## src/rtl/clause_eval_scheduler.sv

```systemverilog
// clause_eval_scheduler: sweeps the clause RAM one clause per cycle during a
// BCP pass and folds the evaluator verdicts into a single pass result.
// Optional build macro: SCHED_EARLY_EXIT_EN (end the pass on the first unit or
// conflict verdict instead of scanning every active clause).
//
// state | meaning
// IDLE  | waiting for start; result/result_idx hold the last pass outcome
// ISSUE | one clause read per cycle, rd_ptr = 0 .. limit-1
// DRAIN | last read issued, waiting for its verdict
// DONE  | done pulse; result registers already hold the new outcome
module clause_eval_scheduler #(
    parameter int NUM_CLAUSES = 1023,
    parameter int IDX_W       = 10
) (
    input  logic             clock,
    input  logic             reset,
    input  logic             start,
    input  logic             abort,
    input  logic [IDX_W-1:0] clause_count,
    output logic             mem_rd_en,
    output logic [IDX_W-1:0] mem_rd_addr,
    input  logic             ev_sat,
    input  logic             ev_unit,
    input  logic             ev_conflict,
    output logic             busy,
    output logic             done,
    output logic [1:0]       result,
    output logic [IDX_W-1:0] result_idx
);

    typedef enum logic [1:0] {
        S_IDLE  = 2'd0,
        S_ISSUE = 2'd1,
        S_DRAIN = 2'd2,
        S_DONE  = 2'd3
    } state_t;

    localparam logic [1:0] RES_ALL_SAT  = 2'b00;
    localparam logic [1:0] RES_UNIT     = 2'b01;
    localparam logic [1:0] RES_CONFLICT = 2'b10;
    localparam logic [1:0] RES_UNDET    = 2'b11;

    localparam logic [IDX_W-1:0] MAX_COUNT = IDX_W'(NUM_CLAUSES);
    localparam logic [IDX_W-1:0] ONE       = IDX_W'(1);

    state_t           state_q, state_d;
    logic [IDX_W-1:0] rd_ptr_q, rd_ptr_d;
    logic [IDX_W-1:0] limit_q, limit_d;
    logic             eval_valid_q, eval_valid_d;
    logic [IDX_W-1:0] eval_idx_q, eval_idx_d;
    logic             all_sat_q, all_sat_d;
    logic             unit_found_q, unit_found_d;
    logic [IDX_W-1:0] unit_idx_q, unit_idx_d;
    logic             conf_found_q, conf_found_d;
    logic [IDX_W-1:0] conf_idx_q, conf_idx_d;
    logic [1:0]       result_q, result_d;
    logic [IDX_W-1:0] result_idx_q, result_idx_d;

    logic [1:0]       fin_res;
    logic [IDX_W-1:0] fin_idx;
`ifdef SCHED_EARLY_EXIT_EN
    logic             deciding;
`endif

    // Next-state, scan flag accumulation and result selection.
    always_comb begin
        state_d      = state_q;
        rd_ptr_d     = rd_ptr_q;
        limit_d      = limit_q;
        eval_valid_d = 1'b0;
        eval_idx_d   = rd_ptr_q;
        all_sat_d    = all_sat_q;
        unit_found_d = unit_found_q;
        unit_idx_d   = unit_idx_q;
        conf_found_d = conf_found_q;
        conf_idx_d   = conf_idx_q;
        result_d     = result_q;
        result_idx_d = result_idx_q;

        // Fold in the verdict for the clause read last cycle. A clause that
        // is both unit and conflicting counts only as a conflict.
        if (eval_valid_q) begin
            if (!ev_sat) begin
                all_sat_d = 1'b0;
            end
            if (ev_conflict && !conf_found_q) begin
                conf_found_d = 1'b1;
                conf_idx_d   = eval_idx_q;
            end
            if (ev_unit && !ev_conflict && !unit_found_q) begin
                unit_found_d = 1'b1;
                unit_idx_d   = eval_idx_q;
            end
        end

        // Outcome including this cycle's verdict, used when entering DONE.
        if (conf_found_d) begin
            fin_res = RES_CONFLICT;
            fin_idx = conf_idx_d;
        end else if (unit_found_d) begin
            fin_res = RES_UNIT;
            fin_idx = unit_idx_d;
        end else if (all_sat_d) begin
            fin_res = RES_ALL_SAT;
            fin_idx = '0;
        end else begin
            fin_res = RES_UNDET;
            fin_idx = '0;
        end

`ifdef SCHED_EARLY_EXIT_EN
        deciding = eval_valid_q && (ev_conflict || ev_unit);
`endif

        case (state_q)
            S_IDLE: begin
                if (start) begin
                    limit_d      = (clause_count > MAX_COUNT) ? MAX_COUNT : clause_count;
                    rd_ptr_d     = '0;
                    all_sat_d    = 1'b1;
                    unit_found_d = 1'b0;
                    unit_idx_d   = '0;
                    conf_found_d = 1'b0;
                    conf_idx_d   = '0;
                    if (clause_count == '0) begin
                        state_d      = S_DONE;
                        result_d     = RES_ALL_SAT;
                        result_idx_d = '0;
                    end else begin
                        state_d = S_ISSUE;
                    end
                end
            end
            S_ISSUE: begin
                if (abort) begin
                    state_d = S_IDLE;
                end else begin
                    eval_valid_d = 1'b1;
                    if (rd_ptr_q == limit_q - ONE) begin
                        state_d = S_DRAIN;
                    end else begin
                        rd_ptr_d = rd_ptr_q + ONE;
                    end
`ifdef SCHED_EARLY_EXIT_EN
                    // The read issued this cycle is dropped along with its verdict.
                    if (deciding) begin
                        state_d      = S_DONE;
                        eval_valid_d = 1'b0;
                        result_d     = fin_res;
                        result_idx_d = fin_idx;
                    end
`endif
                end
            end
            S_DRAIN: begin
                if (abort) begin
                    state_d = S_IDLE;
                end else begin
                    state_d      = S_DONE;
                    result_d     = fin_res;
                    result_idx_d = fin_idx;
                end
            end
            default: begin
                state_d = S_IDLE;
            end
        endcase
    end

    // State and datapath registers with synchronous reset.
    always_ff @(posedge clock) begin
        if (reset) begin
            state_q      <= S_IDLE;
            rd_ptr_q     <= '0;
            limit_q      <= '0;
            eval_valid_q <= 1'b0;
            eval_idx_q   <= '0;
            all_sat_q    <= 1'b1;
            unit_found_q <= 1'b0;
            unit_idx_q   <= '0;
            conf_found_q <= 1'b0;
            conf_idx_q   <= '0;
            result_q     <= RES_UNDET;
            result_idx_q <= '0;
        end else begin
            state_q      <= state_d;
            rd_ptr_q     <= rd_ptr_d;
            limit_q      <= limit_d;
            eval_valid_q <= eval_valid_d;
            eval_idx_q   <= eval_idx_d;
            all_sat_q    <= all_sat_d;
            unit_found_q <= unit_found_d;
            unit_idx_q   <= unit_idx_d;
            conf_found_q <= conf_found_d;
            conf_idx_q   <= conf_idx_d;
            result_q     <= result_d;
            result_idx_q <= result_idx_d;
        end
    end

    // Outputs decode directly from registered state.
    always_comb begin
        mem_rd_en   = (state_q == S_ISSUE);
        mem_rd_addr = (state_q == S_ISSUE) ? rd_ptr_q : '0;
        busy        = (state_q == S_ISSUE) || (state_q == S_DRAIN);
        done        = (state_q == S_DONE);
        result      = result_q;
        result_idx  = result_idx_q;
    end

endmodule

```

## config.mk

```make
export PLATFORM = sky130hd
export DESIGN_NAME = clause_eval_scheduler
export DESIGN_NICKNAME = d
export VERILOG_FILES = /design/src/rtl/clause_eval_scheduler.sv
export SDC_FILE = /design/constraint.sdc
export NUM_CORES = 1
export LEC_CHECK = 0
export ABC_AREA = 1
export ABC_CLOCK_PERIOD_IN_PS = 1760
export BUFFER_PORTS_ARGS = -buffer_cell sky130_fd_sc_hd__buf_4
export CAP_MARGIN = 20
export CORE_AREA = 2 2 85 87
export CTS_BUF_LIST = sky130_fd_sc_hd__clkbuf_4 sky130_fd_sc_hd__clkbuf_8
export DETAILED_ROUTE_END_ITERATION = 16
export DIE_AREA = 0 0 87 89
export PLACE_DENSITY = 0.8
export REMOVE_ABC_BUFFERS = 1
export SKIP_LAST_GASP = 1
export SYNTH_ARGS = -nofsm -noshare
export SYNTH_HDL_FRONTEND = slang
export SYNTH_SLANG_ARGS = --single-unit
```

## constraint.sdc

```tcl
create_clock -name clock -period 1.76 [get_ports clock]
set_input_delay 0.176 -clock clock [delete_from_list [all_inputs] [get_ports clock]]
set_output_delay 0.176 -clock clock [all_outputs]
set_load 0.005 [all_outputs]
```

==> After elaboration in Yosys (flattened, before gate mapping) <==
Index checks and enable logic that the tools add are counted.
{ "totals": {"ff_bits": 68} }
{ "op_classes": {"n_addsub": 2, "magnitude_cmp": 1, "eq_ne": 10, "mux": 46, "bitwise_logic": 1, "n_reduce_logical": 16} }
{ "ops": {"columns": ["cell", "n"], "rows": [
  ["$mux 10", 18],
  ["$pmux 10 s2", 2],
  ["$mux 2", 11],
  ["$mux 1", 13],
  ["$add 10x1->10 const B", 1],
  ["$eq 10x10->1", 1],
  ["$gt 10x10->1 const B", 1],
  ["$logic_not 10->1", 1],
  ["$ne 2x2->1 const B", 5],
  ["$sub 10x1->10 const B", 1],
  ["$reduce_and 4->1", 2],
  ["$pmux 2 s3", 1],
  ["$eq 2x2->1 const B", 2],
  ["$pmux 2 s2", 1],
  ["$reduce_and 2->1", 2],
  ["$reduce_bool 2->1", 2],
  ["$logic_and 1x1->1", 3],
  ["$logic_not 1->1", 3],
  ["$ne 3x2->1 const B", 1],
  ["$eq 2x1->1 const B", 1],
  ["$logic_not 2->1", 1],
  ["$reduce_or 2->1", 1],
  ["$logic_or 1x1->1", 1],
  ["$not 1->1", 1]
]} }

==> Logic depth before layout (Yosys ltp) <==
Gate-level depths: netlist of run 1.
{ "logic_depth": {"depth_word": 9, "mapped_depth": 14} }

==> Worst setup path after synthesis of run 1 <==
No wires, ideal clock.
{ "synth_timing": {"kind": "flip-flop to flip-flop", "from": "reg limit_q[0]", "to": "reg state_q[0]", "setup_ns": 0.115, "arrival_time_ns": 1.572, "required_time_ns": 1.645, "path_slack_ns": 0.073, "path_stages_with_launch": 15, "path_cell_list": "dfxtp_1 inv_2 ha_1 inv_1 nand2_1 nand2_1 nand2_1 nor2_1 nand3_1 nor2_4 nand3_2 nand2_1 nand3_1 nand2_1 nor2_1"} }
{ "synth_via": {"elab_chain_cells": 4} }
{ "synth_rtl": {"columns": ["element", "line", "rtl"], "rows": [
  ["from (decl)", "48", "logic [IDX_W-1:0] limit_q, limit_d;"],
  ["from (signal assigned)", "188", "limit_q <= limit_d;"],
  ["$sub 10x1->10", "139", "if (rd_ptr_q == limit_q - ONE) begin"],
  ["$eq 10x10->1", "139", null],
  ["$ne 3x2->1 (no source line)", null, null],
  ["$reduce_and 2->1 (no source line)", null, null],
  ["to (signal assigned)", "186", "state_q <= state_d;"],
  ["to (decl)", "46", "state_t state_q, state_d;"]
]} }
Every way passes these cells.
A chain may end at the register's enable or synchronous reset.

==> Final worst setup path of run 1 <==
{ "layout_timing": {"from": "reg rd_ptr_q[1] (netlist: eval_idx_d[1])", "to": "reg rd_ptr_q[8] (netlist: eval_idx_d[8])"} }
{ "layout_via": {"elab_chain_cells": 4, "elab_cells_between_ends": 7, "cone_classes": "add/sub: 1; eq/ne: 2; mux: 3; reduce/logical: 1"} }
{ "layout_rtl": {"columns": ["element", "line", "rtl"], "rows": [
  ["from (decl)", "47", "logic [IDX_W-1:0] rd_ptr_q, rd_ptr_d;"],
  ["from (signal assigned)", "187", "rd_ptr_q <= rd_ptr_d;"],
  ["$add 10x1->10", "142", "rd_ptr_d = rd_ptr_q + ONE;"],
  ["$mux 10", "139", null],
  ["$mux 10", "135", "if (abort) begin"],
  ["$pmux 10 s2", "115", "case (state_q)"]
]} }
Several ways; a longest one is shown, not always the timed one. The select of a mux whose other input is x is not followed.

==> impl_metrics.env, run 1 <==
export IMPL_status="finished with violations"
export IMPL_violations="negative setup slack"
export IMPL_drcViolationCount=0
export IMPL_fin_skew_ns=0.00994
export IMPL_drv_slew=0
export IMPL_place_congestion=0.931
export IMPL_synth_edff_count=0
export IMPL_worstSetupStartpointType="flop"
export IMPL_path_clk_slew_ns=0.07
export IMPL_worstHoldStart="clause_count[5]"
export IMPL_grt_met3_usage=0.0480
export IMPL_cts_root_buf="clkbuf_8"
export IMPL_seq_area_frac_synth=0.399
export IMPL_ys_ff_latch=68
export IMPL_grt_pass1_wl_mm=12.8
export IMPL_power_leakage_nw=2.10
export IMPL_first_pass_iters=4
export IMPL_top_usage_layer="met2"
export IMPL_r2r_start="eval_idx_d[1]$_SDFFE_PP0P_"
export IMPL_dpl_cell_area_sq_mm=0.00392
export IMPL_ctsLongestPathBuffers=2
export IMPL_grt_overflow=0
export IMPL_ys_flop_type="dfxtp_1"
export IMPL_finalPower_mw=5.48
export IMPL_nets=569
export IMPL_synth_top_cell_area_share=0.399
export IMPL_grt_use_total=0.212
export IMPL_area_growth_syn_to_layout_pct=28.5
export IMPL_rows=30
export IMPL_clock_sinks=68
export IMPL_r2r_slack_ns=-0.04
export IMPL_num_vias=3232
export IMPL_reg2reg_to="eval_idx_d[8]$_SDFFE_PP0P_"
export IMPL_ys_warn_count=0
export IMPL_die_height_um=89
export IMPL_cts_made_buffers=9
export IMPL_cts_tree="yes"
export IMPL_grt_use_met1=0.259
export IMPL_ys_types=30
export IMPL_reg2reg_depth=8
export IMPL_ys_async_sr_fraction=0
export IMPL_syn_area_sq_mm=0.00341
export IMPL_num_antenna_cells=0
export IMPL_die_w_um=87
export IMPL_yosysTopAreaCell="dfxtp_1"
export IMPL_holdBufCountCts=0
export IMPL_start_util=0.508
export IMPL_finalCriticalPeriod_ns=1.80
export IMPL_max_freq_mhz=555
export IMPL_htreeDepth=3
export IMPL_fin_ws_ns=-0.0408
export IMPL_place_hpwl_mm=5.67
export IMPL_tightest_slew_ns=0.637
export IMPL_whs_path_depth=3
export IMPL_hold_violations=0
export IMPL_peakVddDrop_mv=0.694
export IMPL_synth_area_per_cell_sq_um=7.01
export IMPL_routed_wl_mm=8.19
export IMPL_grt_pass1_vias=2853
export IMPL_layout_drive_gt1_share=0.284
export IMPL_vias_per_cell=5.13
export IMPL_antenna_found_initial=0
export IMPL_setup_viol=2
export IMPL_io_pins=42
export IMPL_crit_type="reg -> reg"
export IMPL_period_share=1.02
export IMPL_synthCells=487
export IMPL_netlist_top_cells_area="dfxtp_1 (40%), nand2_1 (12%), nor2_1 (6.8%)"
export IMPL_met2_usage=0.364
export IMPL_drt_iter0_markers=143
export IMPL_hp_class="in -> reg"
export IMPL_endpoint_kind="flop"
export IMPL_drv_cap=0
export IMPL_portBuffers=41
export IMPL_critPathRequiredTime_ns=2.04
export IMPL_worst_hold_path_endpoint="limit_q[5]$_SDFFE_PP0P_"
export IMPL_powerDensity_mw_per_mm2=1250
export IMPL_rsz0062_at_grt="yes"
export IMPL_ant_nets=0
export IMPL_wl_per_cell_um=13.0
export IMPL_final_cell_area_sq_mm=0.00438
export IMPL_critPathMaxFanout=5
export IMPL_core_area_sq_mm=0.00672
export IMPL_maxSlewHeadroom=0.575
export IMPL_clk_latency_ns=0.35
export IMPL_dieArea_sq_mm=0.00774
export IMPL_grt_max_degree=24
export IMPL_arrival_ns=2.08
-- layout make-up --
cell class,count,area [sq um]
Multi-Input combinational cell,332,1910
Clock buffer,11,151
Sequential cell,68,1370
Fill cell,563,2330
Inverter,67,256
Timing Repair Buffer,68,553
Tap cell,80,100
Clock inverter,4,48.8
-- placed cells by master, fill, tap and decap left out, types with 3 or more instances in the layout --
cell type and n:
nand2_1 89, nor2_1 62, nand2_4 9, dfxtp_1 64, nor2_2 3, nand2_2 18, mux2i_1 20, nand3_2 7
inv_1 51, nand4_1 6, ha_1 4, dfxtp_2 4, inv_2 13, buf_4 65, clkbuf_8 11, o21ai_0 23
nor3_1 6, a21oi_1 26, xor2_1 8, nand3_1 29, a21oi_2 8
-- report_power, final --
part	switching, mW	internal (mW)
Sequential	0.114	1.70
Clock	0.570	0.721
Combinational	1.42	0.960
-- state kept, by name, indices dropped and copies added (netlist names), 2 cells and up --
| signal | cells |
|---|---|
| state_q | 2 |
| limit_q | 10 |
| eval_idx_d | 10 |
| eval_idx_q | 10 |
| unit_idx_q | 10 |
| result | 2 |
| conf_idx_q | 10 |
| result_idx | 10 |
-- synthesized netlist by cell type, types with 2 or more instances --
cell and n:
o21ai_1 2, nand3_2 3, nand2_1 111, mux2i_1 20
nand3_1 34, nor2_4 2, nor3_1 6, xor2_1 8
buf_2 7, nor2_1 62, inv_1 56, nand2_2 3
a21oi_1 33, dfxtp_1 68, o21ai_0 23, clkbuf_1 12
nor4_1 3, ha_1 6, nor2_2 3, inv_2 10
nand4_1 6
-- how the worst max path moves through the flow --
stage / startpoint / end / cells past startpoint
after floorplan: state_q[1]$_SDFFE_PP0P_ / eval_idx_d[5]$_SDFFE_PP0P_ / 9
after global placement: state_q[0]$_SDFFE_PP0P_ / result[0]$_SDFFE_PP1P_ / 10
after detailed placement: limit_q[0]$_SDFFE_PP0P_ / eval_idx_d[8]$_SDFFE_PP0P_ / 13
after CTS: limit_q[0]$_SDFFE_PP0P_ / eval_idx_d[8]$_SDFFE_PP0P_ / 12
after global routing: limit_q[1]$_SDFFE_PP0P_ / eval_idx_d[6]$_SDFFE_PP0P_ / 13
final: eval_idx_d[1]$_SDFFE_PP0P_ / eval_idx_d[8]$_SDFFE_PP0P_ / 8
-- timing repair --
action                                 4_1_cts  5_1_grt
gates cloned                                 1        1
pin swaps                                   14       11
gates resized for setup                      9       51
buffers inserted                             0        3
setup endpoints to repair                   24       42
endpoints found under the hold margin        0        0
-- cell families after synthesis --
family / after synthesis / synth area share
and+or+nand+nor: 237 / 0.308
buffers and inverters: 88 / 0.102
DFF: 68 / 0.399
AOI/OAI and AO/OA: 60 / 0.0898
muxes: 20 / 0.0587
xor gates and xnor gates: 8 / 0.0205
adders and majority gates: 6 / 0.0220
-- through the flow --
step	setup TNS (ns)	utilization	setup slack [ns]	hold WS, ns	instances
floorplan	-1.60	-	-0.162	0.245	466
global placement	-0.413	0.584	-0.0597	0.457	610
detailed placement	-0.737	0.584	-0.0662	0.468	610
CTS	-0.00505	0.619	-0.00505	0.0963	626
global route	-2.65	0.653	-0.169	0.125	630
finish	-0.0427	0.653	-0.0408	0.118	630
-- critical path: stages (launching register included) --
cell	delay (ns)
dfxtp_1	0.46
ha_1	0.22
nand2_1	0.09
clkinv_1	0.08
nand2_1	0.08
nor4_1	0.29
xor2_1	0.21
nand4_1	0.15
a21oi_2	0.14
-- metal layers --
layer	routed length, um	up-vias
li1	-	1656
met1	3470	1482
met2	4220	76
met3	330	18
met4	168	0
met5	0	-
Note: power is estimated with default switching activity, not from simulation.
==> inputs of run 2 (changes only) <==
- ABC_AREA: 1 -> unset
- CORE_AREA: 2 2 85 87 -> 2 2 83 85
- DIE_AREA: 0 0 87 89 -> 0 0 85 87
==> run 2 against run 1 <==
The run still ends with negative setup slack left. First-iteration DRC count is 22% lower. Largest cell class unchanged. Non-clock buffer count is 30 higher. Register-to-register slack worse by 0.49 ns. Cell count is 14% lower. Sequential cell count stayed put. Worst setup slack worse by 0.49 ns. Largest power group unchanged. Clock power is 5% higher. Power is 13% lower. Critical endpoint is now eval_idx_d[7]$_SDFFE_PP0P_. Global-route usage is 0.091 points lower. Hold slack worse by 0.039 ns. Synthesized area is 6.2% lower.
==> impl_metrics.env, run 2 <==
export IMPL_status="finished with violations"
export IMPL_violations="negative setup slack"
export IMPL_ant_nets=0
export IMPL_portBuffers=41
export IMPL_synthMuxAreaShare=0.0688
export IMPL_finalPower_mw=4.76
export IMPL_fin_ws_ns=-0.532
export IMPL_crit_family="simple AND/OR/NAND/NOR gates"
export IMPL_start_util=0.487
export IMPL_nets=480
export IMPL_cts_made_buffers=9
export IMPL_hp_class="in -> reg"
export IMPL_layout_common_cells="buf_4 (94), dfxtp_1 (63), nand2_1 (41)"
export IMPL_grt_pass1_wl_mm=12.5
export IMPL_arrival_ns=2.59
export IMPL_drcViolationCount=0
export IMPL_dp_slack_ns=-0.545
export IMPL_netlist_top_cells_area="dfxtp_1 (43%), mux2i_1 (6.9%), nand2_1 (5.0%)"
export IMPL_num_antenna_cells=0
export IMPL_worstSetupStartpointType="flop"
export IMPL_r2r_slack_ns=-0.53
export IMPL_yosys_area_share_simple=0.254
export IMPL_max_freq_mhz=436
export IMPL_endpoint_kind="flop"
export IMPL_ys_ff_latch=68
export IMPL_critPathMaxFanout=7
export IMPL_core_area_sq_mm=0.00657
export IMPL_syn_area_sq_mm=0.00320
export IMPL_holdBufCountCts=0
export IMPL_drt_iter0_markers=111
export IMPL_worstPathCellList="inv_2, ha_4, nor3b_4, buf_6, buf_6, nand4_1, o311a_4, a32oi_4, a31o_4, or4_4, a21oi_2"
export IMPL_cpPeakStageDelay_ns=0.52
export IMPL_rsz0062_at_grt="yes"
export IMPL_powerDensity_mw_per_mm2=1110
export IMPL_ys_warn_count=0
export IMPL_setup_viol=12
export IMPL_multi_input_area_sq_mm=0.00181
export IMPL_whs_ns=0.0786
export IMPL_layout_commonest_cell="buf_4"
export IMPL_hold_violations=0
export IMPL_clk_latency_ns=0.35
export IMPL_grt_use_total=0.211
export IMPL_synth_edff_count=0
export IMPL_drv_cap=0
export IMPL_synthCells=372
export IMPL_place_hpwl_mm=5.17
export IMPL_synth_compound_area_frac=0.138
export IMPL_layout_drive_gt1_share=0.342
export IMPL_layout_area_seq_sq_mm=0.00137
export IMPL_cp_slowest_cell="or4_4"
export IMPL_synthTopCellsByCount="dfxtp_1 (68), nand2_1 (43), nor2_1 (35)"
export IMPL_dp_cells=517
export IMPL_ys_async_sr_fraction=0
export IMPL_seq_area_frac_synth=0.425
export IMPL_path_clk_slew_ns=0.08
export IMPL_tightest_slew_ns=0.767
export IMPL_synthAdderAreaFrac=0.0234
export IMPL_path_buf_inv=3
export IMPL_die_height_um=87
export IMPL_power_leakage_nw=1.79
export IMPL_area_growth_syn_to_layout_pct=33.6
export IMPL_vias_per_cell=5.37
export IMPL_path_common_cell="buf_6"
export IMPL_yosysTopAreaCell="dfxtp_1"
export IMPL_ys_flop_type="dfxtp_1"
export IMPL_first_pass_iters=4
export IMPL_fillers=482
export IMPL_drv_slew=0
export IMPL_die_w_um=85
export IMPL_synth_most_common_cell="dfxtp_1"
export IMPL_ys_types=56
export IMPL_wl_per_cell_um=14.5
export IMPL_setup_tns_ns=-5.28
export IMPL_instances_no_fill=542
export IMPL_grt_overflow=0
export IMPL_clock_sinks=68
export IMPL_grt_pass1_vias=2760
export IMPL_synth_top_cell_area_share=0.425
export IMPL_grt_max_degree=41
export IMPL_ctsLongestPathBuffers=2
export IMPL_htreeDepth=3
export IMPL_cts_root_buf="clkbuf_8"
export IMPL_synth_area_per_cell_sq_um=8.61
export IMPL_num_vias=2909
export IMPL_io_pins=42
export IMPL_synth_xor_area_frac=0.0356
export IMPL_synth_top_family_by_area="simple AND/OR/NAND/NOR gates"
export IMPL_place_congestion=0.831
export IMPL_antenna_found_initial=0
export IMPL_dieArea_sq_mm=0.00740
export IMPL_maxSlewHeadroom=0.485
export IMPL_cts_tree="yes"
export IMPL_peakVddDrop_mv=0.733
export IMPL_finalCriticalPeriod_ns=2.29
export IMPL_period_share=1.30
export IMPL_routed_wl_mm=7.88
export IMPL_rows=30
export IMPL_crit_type="reg -> reg"
export IMPL_critPathRequiredTime_ns=2.05
export IMPL_fin_skew_ns=0.00856
==> run 2: cell count changes in the layout (fill, tap and decap cells not counted), moves of 10 or more <==
cell / change
and2_1: +11
buf_4: +29
inv_2: -11
inv_1: -42
nand2_2: -16
nor2_1: -28
o22ai_1: +10
o21ai_0: -17
nand2_1: -48
==> run 2: per-stage QoR <==
step	util	cell area, sq um
floorplan	-	3070
global placement	0.584	3830
detailed placement	0.584	3830
CTS	0.635	4170
global route	0.651	4280
finish	0.651	4280
==> run 2: what timing repair did <==
item	4_1_cts	5_1_grt
cloned	0	1
setup buffers	5	3
pin swaps	16	10
gates resized for setup	23	20
endpoints found under the setup margin	12	33
hold endpoints to repair	0	0
==> run 2: worst paths after layout <==
path,from,end,depth (start not counted)
worst min register to register,result_idx[6]$_SDFFE_PP0P_,result_idx[6]$_SDFFE_PP0P_,2
worst max-delay path,limit_q[1]$_SDFFE_PP0P_,eval_idx_d[7]$_SDFFE_PP0P_,11
worst min-delay path,clause_count[1],limit_q[1]$_SDFFE_PP0P_,3
worst max register to register,limit_q[1]$_SDFFE_PP0P_,eval_idx_d[7]$_SDFFE_PP0P_,11
==> run 2: worst register-to-register path: stages, from the launching register on <==
cell and delay [ns]:
dfxtp_2 0.34, inv_2 0.05, ha_4 0.15, nor3b_4 0.15, buf_6 0.13, buf_6 0.11, nand4_1 0.09, o311a_4 0.20
a32oi_4 0.06, a31o_4 0.30, or4_4 0.52, a21oi_2 0.14
==> run 2: routing by layer <==
layer  share of wire  track usage  vias up
met1            0.42        0.243     1350
li1                -            -     1453
met5               0            0        -
met3           0.050       0.0550       20
met4           0.025       0.0880        0
met2            0.51        0.371       86
==> run 2: layout make-up <==
class / count / share of cell area
clock buffers: 11 / 0.0354
flip-flops and latches: 68 / 0.320
inverters: 11 / 0.00965
well taps: 80 / 0.0234
clock inverters: 5 / 0.0138
repair buffers: 98 / 0.175
multi-input cells: 269 / 0.423
==> run 2: power breakdown <==
| group | switching [mW] | leakage, nW | internal (mW) |
|---|---|---|---|
| sequential | 0.0719 | 0.552 | 1.62 |
| combinational | 0.848 | 1.13 | 0.858 |
| clock | 0.627 | 0.102 | 0.734 |
==> run 2: cells by family after synthesis <==
logic type	after synthesis
adder cells (fa/ha/maj)	6
XOR/XNOR	13
multiplexers	22
AND/OR/NAND/NOR	160
buffers and inverters	35
flip-flops	68
AO/OA/AOI/OAI	68
